`config.mk`:
```
export PLATFORM = sky130hd
export DESIGN_NAME = gray_position_decoder
export DESIGN_NICKNAME = d
export VERILOG_FILES = /design/src/rtl/gray_pkg.sv /design/src/rtl/gray_to_bin.sv /design/src/rtl/gray_position_decoder.sv
export SDC_FILE = /design/constraint.sdc
export NUM_CORES = 1
export LEC_CHECK = 0
export BUFFER_PORTS_ARGS = -buffer_cell sky130_fd_sc_hd__buf_2
export CAP_MARGIN = 15
export CELL_PAD_IN_SITES_DETAIL_PLACEMENT = 1
export CELL_PAD_IN_SITES_GLOBAL_PLACEMENT = 2
export CORE_MARGIN = 8
export CORE_UTILIZATION = 38
export DETAILED_ROUTE_END_ITERATION = 10
export PLACE_DENSITY_LB_ADDON = 0.1
export SYNTH_ARGS = -nofsm -noshare
export SYNTH_HDL_FRONTEND = slang
export SYNTH_SLANG_ARGS = --single-unit
```
`constraint.sdc`:
```
create_clock -name clk -period 9.7 [get_ports clk]
set_clock_uncertainty 0.1 [all_clocks]
set_input_delay 0.97 -clock clk [delete_from_list [all_inputs] [get_ports clk]]
set_output_delay 0.97 -clock clk [all_outputs]
set_load 0.03 [all_outputs]
```
`src/rtl/gray_pkg.sv`:
```
// Shared definitions for the Gray position decode path: FSM state encoding and
// a width-generic Gray-to-binary conversion mirroring the binary-to-Gray encoder.
package gray_pkg;

    localparam int unsigned GRAY_MAXW = 32;

    typedef enum logic [1:0] {
        INIT  = 2'd0,
        TRACK = 2'd1,
        FAULT = 2'd2
    } state_t;

    // Zero-extended inputs decode identically, so one max-width function serves any W.
    function automatic logic [GRAY_MAXW-1:0] gray2bin(input logic [GRAY_MAXW-1:0] g);
        logic [GRAY_MAXW-1:0] b;
        b = '0;
        b[GRAY_MAXW-1] = g[GRAY_MAXW-1];
        for (int unsigned k = 1; k < GRAY_MAXW; k++) begin
            b[GRAY_MAXW-1-k] = b[GRAY_MAXW-k] ^ g[GRAY_MAXW-1-k];
        end
        return b;
    endfunction

endpackage

```
`src/rtl/gray_to_bin.sv`:
```
// Purely combinational W-bit Gray-to-binary decoder.
module gray_to_bin
    import gray_pkg::*;
#(
    parameter int unsigned W = 4
) (
    input  logic [W-1:0] gray,
    output logic [W-1:0] bin
);

    always_comb begin
        bin = W'(gray2bin(GRAY_MAXW'(gray)));
    end

endmodule

```
`src/rtl/gray_position_decoder.sv`:
```
// Synchronizes an asynchronous Gray position bus, decodes it, classifies each change
// as a step up/down or an illegal jump, and accumulates a wide signed position.
module gray_position_decoder
    import gray_pkg::*;
#(
    parameter int unsigned W    = 4,
    parameter int unsigned POSW = 16
) (
    input  logic                   clk,
    input  logic                   rst_n,
    input  logic [W-1:0]           g_in,
    input  logic                   en,
    input  logic                   err_clr,
    output logic [W-1:0]           bin_out,
    output logic                   valid,
    output logic                   step,
    output logic                   dir,
    output logic signed [POSW-1:0] pos,
    output logic                   err
);

    logic [W-1:0]           s1, s2, d, delta;
    state_t                 state, state_next;
    logic                   step_up, step_dn, jump;
    logic [W-1:0]           bin_next;
    logic                   valid_next, step_next, dir_next, err_next;
    logic signed [POSW-1:0] pos_next;

    always_ff @(posedge clk or negedge rst_n) begin
        if (!rst_n) begin
            s1 <= '0;
            s2 <= '0;
        end else begin
            s1 <= g_in;
            s2 <= s1;
        end
    end

    gray_to_bin #(.W(W)) u_dec (
        .gray (s2),
        .bin  (d)
    );

    // Modular difference makes the 2^W-1 <-> 0 wrap look like an ordinary +/-1.
    always_comb begin
        delta   = d - bin_out;
        step_up = (delta == W'(1));
        step_dn = (delta == '1);
        jump    = (delta != '0) && !step_up && !step_dn;
    end

    always_ff @(posedge clk or negedge rst_n) begin
        if (!rst_n) state <= INIT;
        else        state <= state_next;
    end

    always_comb begin
        state_next = state;
        if (!en) begin
            state_next = INIT;
        end else begin
            case (state)
                INIT:    state_next = TRACK;
                TRACK:   if (jump) state_next = FAULT;
                FAULT:   if (err_clr) state_next = INIT;
                default: state_next = INIT;
            endcase
        end
    end

    always_comb begin
        bin_next   = bin_out;
        valid_next = valid;
        step_next  = 1'b0;
        dir_next   = dir;
        pos_next   = pos;
        err_next   = err;
        if (!en) begin
            valid_next = 1'b0;
        end else begin
            bin_next = d;
            case (state)
                INIT: valid_next = 1'b1;
                TRACK: begin
                    if (step_up) begin
                        step_next = 1'b1;
                        dir_next  = 1'b1;
                        pos_next  = pos + POSW'(1);
                    end else if (step_dn) begin
                        step_next = 1'b1;
                        dir_next  = 1'b0;
                        pos_next  = pos - POSW'(1);
                    end else if (jump) begin
                        err_next = 1'b1;
                    end
                end
                FAULT: if (err_clr) err_next = 1'b0;
                default: ;
            endcase
        end
    end

    always_ff @(posedge clk or negedge rst_n) begin
        if (!rst_n) begin
            bin_out <= '0;
            valid   <= 1'b0;
            step    <= 1'b0;
            dir     <= 1'b0;
            pos     <= '0;
            err     <= 1'b0;
        end else begin
            bin_out <= bin_next;
            valid   <= valid_next;
            step    <= step_next;
            dir     <= dir_next;
            pos     <= pos_next;
            err     <= err_next;
        end
    end

endmodule

```
==> metrics.md <==
| Metric | Value |
|---|---|
| Seq/Total Area, Yosys | 40.24% |
| Setup crit end kind | register |
| Crit path depth | 14 |
| P_leak | 1.167 nW |
| Slowest cell on the critical path | nand4_1 |
| CP cell instances | xnor2_1, xnor2_1, xnor2_1, ha_1, fa_1, xor2_1, nand4_1, ha_1, a211oi_1, o211ai_1, a221oi_1, o21ai_0, xnor2_1, o21ai_2 |
| Die ar. | 0.008207 mm^2 |
| Drt pass-1 iters | 4 |
| WP data required | 9.77 ns |
| H-tree levels | 2 |
| Clk_lat worst skew | 0.29 ns |
| Largest cells by area after synthesis | dfrtp_1 40%, ha_1 11%, o21ai_2 5.8% |
| Crit path top cell by count | xnor2_1 |
| Pin count of the biggest net entering global routing | 35 |
| Startpoint Class | register |
| First-pass GRT wire length | 8.376 mm |
| WL met3 | 214 um |
| PwrDens | 415.7 mW/mm^2 |
| CTS Sinks | 34 |
| Post-synthesis register bit count | 34 |
| Initial antenna violation count | 0 |
| Met1 wire length | 2.377 mm |
| CTS tree | built |
| DPL Wire Length | 3.445 mm |
| Top Metal Used | met4 |
| Worst path buffer plus inverter count | 0 |
| Min cycle time layout | 5.265 ns |
| Outcome | finished clean |
| Worst hold path depth | 0 |
| Nets | 276 |
| Vias post-DR | 1632 |
| Finish-stage setup viols | 0 |
| Final Hold Viols | 0 |
| Cell area after synthesis | 0.002115 mm^2 |
| Rel. slew slack | 34.74% |
| Unrepaired setup endpoints after global routing | no |
| Worst EP arrival | 5.34 ns |
| Register area | 850.8 um^2 |
| CTS max path bufs | 2 |
| Synth top area share | 40.24% |
| Maximum fanout along the worst path | 21 |
| Setup Buffers After CTS | 0 |
| Initial Util | 38.88% |
| Biggest area consumer among synthesized cells | dfrtp_1 |
| DR WL met2 | 2.116 mm |
| Fmax | 189.9 MHz |
| FILL cells | 648 |
| Clock transition at path regs | 0.08 ns |
| Post-synth ARST share | 100.0% |
| GPL Wtd Cong | 0.7527 |
| CP delay by family, top | compound AO/OA/AOI/OAI gates |
| Fraction of final layout cells with drive strength greater than 1 | 24.10% |
| Vias/cell | 5.084 |
| Area of the multi-input gates | 0.001174 mm^2 |
| GRT Util Overall | 12.19% |
| Core area | 0.005439 mm^2 |
| Root Driver | clkbuf_8 |
| Synth unique cells | 41 |
| Io pins | 32 |
| Area growth, synth to finish | 15.38% |
| Avg WL per Cell | 14.81 um |
| Remaining DRCs | 0 |
| Port bufs | 31 |
| Fin. max-slew vios | 0 |
| Cts repair resizes | 0 |
| Total congestion overflow | 0 |
| # diodes | 0 |
| Synthesized instance count | 214 |
| Number of synthesized flops with an enable pin | 0 |
| Synth Flop Type | dfrtp_1 |
| Fin util | 44.86% |
| Number of global-route vias before repair | 1731 |
| Chip Width | 90.60 um |
| Row cnt | 27 |
| Die height | 90.60 um |
| Routed Antenna Nets | 0 |
| Hold Path Class | register to register |
| Slew @ Worst Pin | 0.9760 ns |
| Wirelength, routed | 4.753 mm |
| Peak supply drop | 168.1 uV |
| 1st-iter DRT viols | 41 |
| Synthesized net count | 242 |
| Slowest stage delay, CP | 0.82 ns |
| WS Path Type | register to register |
| Warnings from Yosys | 0 |
| Final Cycle Share | 54.28% |
| Number of max-cap violations | 0 |
| FF-to-FF path depth | 14 |
| Synth Area per Inst | 9.881 um^2 |
| # hold bufs at CTS | 0 |
| Setup_tns | 0 ns |
| CTS buffer count | 5 |
## state kept, by name (all words and copies together) (netlist names)
register  count
err           1
valid         1
state         2
pos          16
s2            4
bin_out       4
dir           1
s1            4
step          1
## area by class of cell
cell class | count | share of cell area, %
Inverter | 13 | 2.000
Tap cell | 72 | 3.692
Clock inverter | 3 | 1.846
Sequential cell | 34 | 34.87
Clock buffer | 5 | 2.821
Multi-Input combinational cell | 162 | 48.10
Timing Repair Buffer | 32 | 6.667
## cells in the final DEF (no fill, tap or decap), drive strengths merged, types with 3 or more instances in the layout
cell type,instances
buf,32
nand2,25
a21o,5
xor2,7
xnor2,12
inv,13
o211ai,3
a21oi,18
or3,3
ha,18
nor2b,3
o21ai,28
nor2,8
clkbuf,5
nand4,4
dfrtp,34
## path summary, 6_finish.rpt
check                      slack [ns]       startpoint                   to
setup / recovery                 4.44  s2[3]$_DFF_PN0_  pos[11]$_DFFE_PN0P_
hold / removal                   0.25  s1[3]$_DFF_PN0_      s2[3]$_DFF_PN0_
setup reg to reg                 4.44  s2[3]$_DFF_PN0_  pos[11]$_DFFE_PN0P_
hold reg to reg                  0.25  s1[3]$_DFF_PN0_      s2[3]$_DFF_PN0_
max in group asynchronous        8.35            rst_n   pos[3]$_DFFE_PN0P_
min in group asynchronous        0.64            rst_n      err$_DFFE_PN0P_
## per-layer routing
metal	vias up	global-route usage, %
met2	25	18.64
met5	-	0
met1	766	15.84
met4	0	4.161
li1	836	-
met3	5	3.658
## power by group
part | internal, mW | switching [mW] | total (mW)
Clock | 0.0765 | 0.0605 | 0.137
Sequential | 0.183 | 0.0362 | 0.219
Combinational | 0.257 | 0.401 | 0.658
Total | 0.516 | 0.498 | 1.01
## synth_stat cells, types with 2 or more instances
master / number
o211ai_1: 3
clkbuf_1: 2
a211o_1: 2
nand4_1: 4
nor2b_1: 3
nand2_1: 25
a21o_1: 4
o21ai_0: 14
ha_1: 18
fa_1: 2
nand3_1: 2
dfrtp_1: 34
nor4_1: 2
a31o_2: 2
o21ai_2: 14
and3_1: 2
a31oi_1: 2
or3_1: 2
a21oi_1: 18
nor2_1: 8
xor2_1: 7
inv_1: 13
xnor2_1: 11
buf_6: 3
## kinds of logic (layout without fill, tap and decap cells)
group / Yosys count / count (layout) / synth area share, %
xor gates and xnor gates: 19 / 19 / 8.225
adders and majority gates: 20 / 20 / 12.54
DFF: 34 / 34 / 40.24
and+or+nand+nor: 55 / 55 / 12.78
AOI/OAI and AO/OA: 66 / 66 / 20.95
muxes: 2 / 2 / 1.006
buffers and inverters: 18 / 53 / 4.261
## through the flow
| stage | instance area [um^2] | hold slack [ns] | cells | setup slack (ns) | power, mW |
|---|---|---|---|---|---|
| 3_3_place_gp | 2326 | 0.2333 | 313 | 4.612 | 0.8828 |
| 2_1_floorplan | 2115 | 0.2312 | 214 | 5.323 | 0.7398 |
| 6_report | 2440 | 0.2531 | 321 | 4.435 | 1.014 |
| 5_1_grt | 2440 | 0.2695 | 321 | 3.814 | 1.113 |
| 3_5_place_dp | 2326 | 0.2363 | 313 | 4.361 | 0.8866 |
| 4_1_cts | 2440 | 0.2544 | 321 | 4.349 | 1.031 |
Note: power is estimated with default switching activity, not from simulation.
